[config.mk]
export PLATFORM = sky130hd
export DESIGN_NAME = k_fifo_rptr_empty_t1
export DESIGN_NICKNAME = d
export VERILOG_FILES = /design/src/rtl/k_fifo_rptr_empty_t1.sv
export SDC_FILE = /design/constraint.sdc
export NUM_CORES = 1
export LEC_CHECK = 0
export ABC_AREA = 1
export BUFFER_PORTS_ARGS = -buffer_cell sky130_fd_sc_hd__buf_2
export CAP_MARGIN = 5
export CORE_MARGIN = 5
export CORE_UTILIZATION = 43
export CTS_CLUSTER_DIAMETER = 120
export DETAILED_ROUTE_END_ITERATION = 10
export PLACE_DENSITY = 0.77
export SYNTH_ARGS = -nofsm -noshare
export SYNTH_HDL_FRONTEND = slang
export SYNTH_SLANG_ARGS = --single-unit
[constraint.sdc]
create_clock -name clk -period 2.35 [get_ports clk]
set_input_delay 0.1175 -clock clk [delete_from_list [all_inputs] [get_ports clk]]
set_output_delay 0.1175 -clock clk [all_outputs]
set_load 0.03 [all_outputs]
[src/rtl/k_fifo_rptr_empty_t1.sv]
// Read-side pointer and empty-flag logic for an asynchronous FIFO.
// Synchronizes the write Gray pointer into the read clock domain, advances
// the read Gray pointer on accepted reads, and produces registered empty,
// almost-empty and fill-level outputs. Flags are computed from the
// synchronized write pointer, so they can only err towards "more empty".
module k_fifo_rptr_empty_t1 #(
  parameter int DATA_SIZE = 4,
  parameter int AE_LEVEL  = 1
) (
  input  logic                 clk,
  input  logic                 rst,
  input  logic                 rd_en,
  input  logic [DATA_SIZE-1:0] wgray_async,
  output logic [DATA_SIZE-1:0] rgray,
  output logic [DATA_SIZE-2:0] raddr,
  output logic                 rempty,
  output logic                 ralmost_empty,
  output logic [DATA_SIZE-1:0] rlevel
);

  localparam logic [DATA_SIZE-1:0] AE_THRESH = DATA_SIZE'(AE_LEVEL);

  logic [DATA_SIZE-1:0] wq1;
  logic [DATA_SIZE-1:0] wq2;
  logic [DATA_SIZE-1:0] rbin;
  logic [DATA_SIZE-1:0] bin_next;
  logic [DATA_SIZE-1:0] rgray_next;
  logic [DATA_SIZE-1:0] wbin;
  logic [DATA_SIZE-1:0] level_next;
  logic                 rd_accept;

  // Gray-to-binary: each binary bit is the XOR of all Gray bits at or above it.
  function automatic logic [DATA_SIZE-1:0] gray2bin(input logic [DATA_SIZE-1:0] g);
    logic [DATA_SIZE-1:0] b;
    b[DATA_SIZE-1] = g[DATA_SIZE-1];
    for (int i = DATA_SIZE - 2; i >= 0; i--) begin
      b[i] = b[i+1] ^ g[i];
    end
    return b;
  endfunction

  // Two-flop synchronizer for the write pointer; nothing sits between stages.
  always_ff @(posedge clk) begin
    // NOTE: sequential state uses non-blocking assignments so wq2 samples the
    // old wq1 rather than the value written earlier in this same edge.
    if (rst) begin
      wq1 <= '0;
      wq2 <= '0;
    end else begin
      wq1 <= wgray_async;
      wq2 <= wq1;
    end
  end

  // Next read pointer and next flag values, all derived from registered state.
  always_comb begin
    // NOTE: every output of this block is assigned on every path so no latch
    // is inferred; the reads of rempty gate the pointer increment.
    rd_accept  = rd_en & ~rempty;
    rbin       = gray2bin(rgray);
    bin_next   = rbin + {{(DATA_SIZE-1){1'b0}}, rd_accept};
    rgray_next = bin_next ^ (bin_next >> 1);
    wbin       = gray2bin(wq2);
    level_next = wbin - bin_next;
  end

  // Read pointer and flag registers; reset wins over any pending read.
  always_ff @(posedge clk) begin
    if (rst) begin
      rgray         <= '0;
      rempty        <= 1'b1;
      ralmost_empty <= 1'b1;
      rlevel        <= '0;
    end else begin
      rgray         <= rgray_next;
      rempty        <= (rgray_next == wq2);
      ralmost_empty <= (level_next <= AE_THRESH);
      rlevel        <= level_next;
    end
  end

  // Dual-Gray RAM address: fold the top two Gray bits so the address stays a
  // Gray sequence over the half-size address space without an extra register.
  assign raddr = {rgray[DATA_SIZE-1] ^ rgray[DATA_SIZE-2], rgray[DATA_SIZE-3:0]};

endmodule

==> metrics <==
outcome complete, no violations; P&R area growth vs syn 40.1%; initial core utilization 45.5%; CTS tree yes; FP Rows 16; via/cell ratio 4.73; number of diodes 0; CP endpoint kind flip-flop; Worst path slowest cell fa_2; Filler Cells Inserted 167; ordered cell list for the critical path inv_4 -> nand2_4 -> nand2_8 -> ha_4 -> xnor2_2 -> ha_2 -> ha_4 -> inv_2 -> fa_2 -> inv_2 -> nor2_4 -> nor2_1 -> nand2_1 -> inv_1; Synth Register Bits 18; Worst Hold Class in2reg; CTS buffer count 3; via count 860; DR WL/cell 11.2 um; power per cell area 699 nW/um2; startpoint types flip-flop; CTS clk-pin slew, worst paths 0.10 ns; Post-Syn Area 901 um2; sequential area share after synthesis 40.0%; maximum clock frequency 429 MHz; Worst Path Required 2.55 ns; Layout Utilization 63.7%; CORE AREA 1980 um2; Yosys cell types 16; WP data arrival 2.53 ns; max_cap viols 0; worst slew pin tran 0.402 ns; Final Hold Fails 0; crit-path leading delay family adder cells; clk buf depth 2; Buf/Inv on CP 4; global route overflow 0; LEAKAGE 0.665 nW; share of post-route cells with drive strength above 1 38.1%; part of the power in registers 40.4%; worst-path fanout max 4; GRT Util Overall 12.6%; Post-DP HPWL 1.45 mm; post-synth top area share 40.0%; Combinational Power Share 38.8%; WS Path Type reg2reg; P_int 0.568 mW; # hold bufs at CTS 0; setup violators final 0; num ports 20; Synth Net Count 140; clock root cell clkbuf_4; Initial DRT Pass Iterations 4; Net count, final 169; DRT iter0 DRCs 11; initial antenna violation count 0; DRC errors left 0; H-tree levels 1; Die Ht 55.8 um; die width 55.8 um; RSZ-0062 raised after global routing yes; ranking of synthesized cells by area dfxtp_1 (40%), inv_1 (11%), nand2_1 (11%), nand3_1 (10%), ha_1 (6.9%); vias in the first global route 790; clk sinks 18; Synth Instances 127; gpl congestion 0.867; post-route minimum period 2.33 ns; remaining antenna violation count 0; DIE AREA 3110 um2; sw frac 35.6%; largest net degree at the start of global routing 17; Worst-Skew Late Latency 0.28 ns; Mean Syn Cell Area 7.09 um2; Slew headroom 72.9%; # port buffers 19; yosys warns 0; max incr delay on CP 0.52 ns; period utilization 99.2%; first-pass GRT wire length 3.18 mm; clock power share 20.8%; Routed WL 2.03 mm; post-synth top area cell dfxtp_1; Setup Skew 0.00659 ns; maximum vdd drop 392 uV; Psw 0.314 mW; Slew Viols, Final 0; final hold slack 0.0229 ns
==> repair_timing <==
action / 4_1_cts / 5_1_grt
gates resized for setup: 5 / 14
setup endpoints to repair: 1 / 2
pin swaps: 6 / 15
setup buffers: 3 / 3
==> final cells by class <==
type                       count  area, um2  area share, %
tap                           27       33.8           2.68
clock buffer                   4       36.3           2.87
timing repair buffer          28        163           12.9
multi-input combinational     79        558           44.2
inverter                      26        103           8.13
sequential                    18        369           29.2
==> cells in the mapped netlist <==
library cell  number
a21o_1             1
a21oi_1            3
buf_4              2
clkbuf_1           2
dfxtp_1           18
fa_1               1
ha_1               5
inv_1             26
nand2_1           26
nand2_2            1
nand3_1           18
nand3b_1           1
nor2_1            16
o21ai_0            2
xnor2_1            2
xor2_1             3
==> cells in the final DEF (no fill, tap or decap), types with 2 or more instances in the layout <==
| cell type | n |
|---|---|
| buf_2 | 19 |
| nand2_4 | 3 |
| xor2_1 | 2 |
| a21oi_1 | 3 |
| inv_4 | 2 |
| nand3_1 | 16 |
| nand2_2 | 3 |
| inv_2 | 3 |
| nor2_1 | 14 |
| clkbuf_4 | 3 |
| nand2_1 | 20 |
| buf_4 | 9 |
| ha_4 | 3 |
| dfxtp_1 | 15 |
| inv_1 | 21 |
| dfxtp_4 | 2 |
| nor2_4 | 2 |
==> logic make-up after synthesis <==
logic type | share of synthesized area [%]
compound gates | 3.61
xor+xnor | 4.86
fa+ha+maj | 9.17
buf+inv | 13.3
flops | 40.0
simple gates | 29.0
==> path summary, 6_finish.rpt <==
kind,cells after the start,slack [ns],start,to
worst max-delay path,14,0.02,rgray[2]$_SDFF_PP0_,ralmost_empty$_SDFF_PP1_
worst min-delay path,3,0.02,wgray_async[3],wq1[3]$_SDFF_PP0_
worst max register to register,14,0.02,rgray[2]$_SDFF_PP0_,ralmost_empty$_SDFF_PP1_
worst min register to register,2,0.41,wq1[1]$_SDFF_PP0_,wq2[1]$_SDFF_PP0_
==> power by group through the flow <==
stage	combinational, mW	clock (mW)	sequential, mW
after global placement	0.267	0	0.361
final	0.343	0.183	0.356
after CTS	0.294	0.192	0.355
after global routing	0.369	0.207	0.362
after floorplan	0.142	0	0.426
after detailed placement	0.274	0	0.362
==> stage by stage <==
stage / worst slack (ns) / instance area, um2 / TNS (ns) / total power, mW / std cells
6_report: 0.0179 / 1260 / 0 / 0.882 / 182
5_1_grt: -0.0745 / 1260 / -0.111 / 0.938 / 182
4_1_cts: 0.00417 / 1180 / 0 / 0.841 / 179
3_5_place_dp: -0.0211 / 1110 / -0.0211 / 0.635 / 172
3_3_place_gp: 0.0405 / 1110 / 0 / 0.627 / 172
2_1_floorplan: -0.0115 / 978 / -0.0115 / 0.569 / 127
==> registers in the layout, indices dropped and copies added (netlist names) <==
register,cells
ralmost_empty,1
rempty,1
rgray,4
rlevel,4
wq1,4
wq2,4
==> worst register-to-register path: stages (launching register included) <==
cell and delay [ns]:
dfxtp_4 0.39, inv_4 0.04, nand2_4 0.10, nand2_8 0.06, ha_4 0.25, xnor2_2 0.13, ha_2 0.33, ha_4 0.13
inv_2 0.03, fa_2 0.52, inv_2 0.05, nor2_4 0.09, nor2_1 0.05, nand2_1 0.05, inv_1 0.03
==> per-layer routing <==
metal | share of wire, % | global-route usage, % | vias up
met3 | 5.2 | 3.25 | 2
met2 | 52 | 22.3 | 19
met1 | 42 | 13.7 | 395
met5 | 0 | 0 | -
li1 | - | - | 444
met4 | 1.2 | 6.25 | 0
Power figures use the tool's default switching activity.
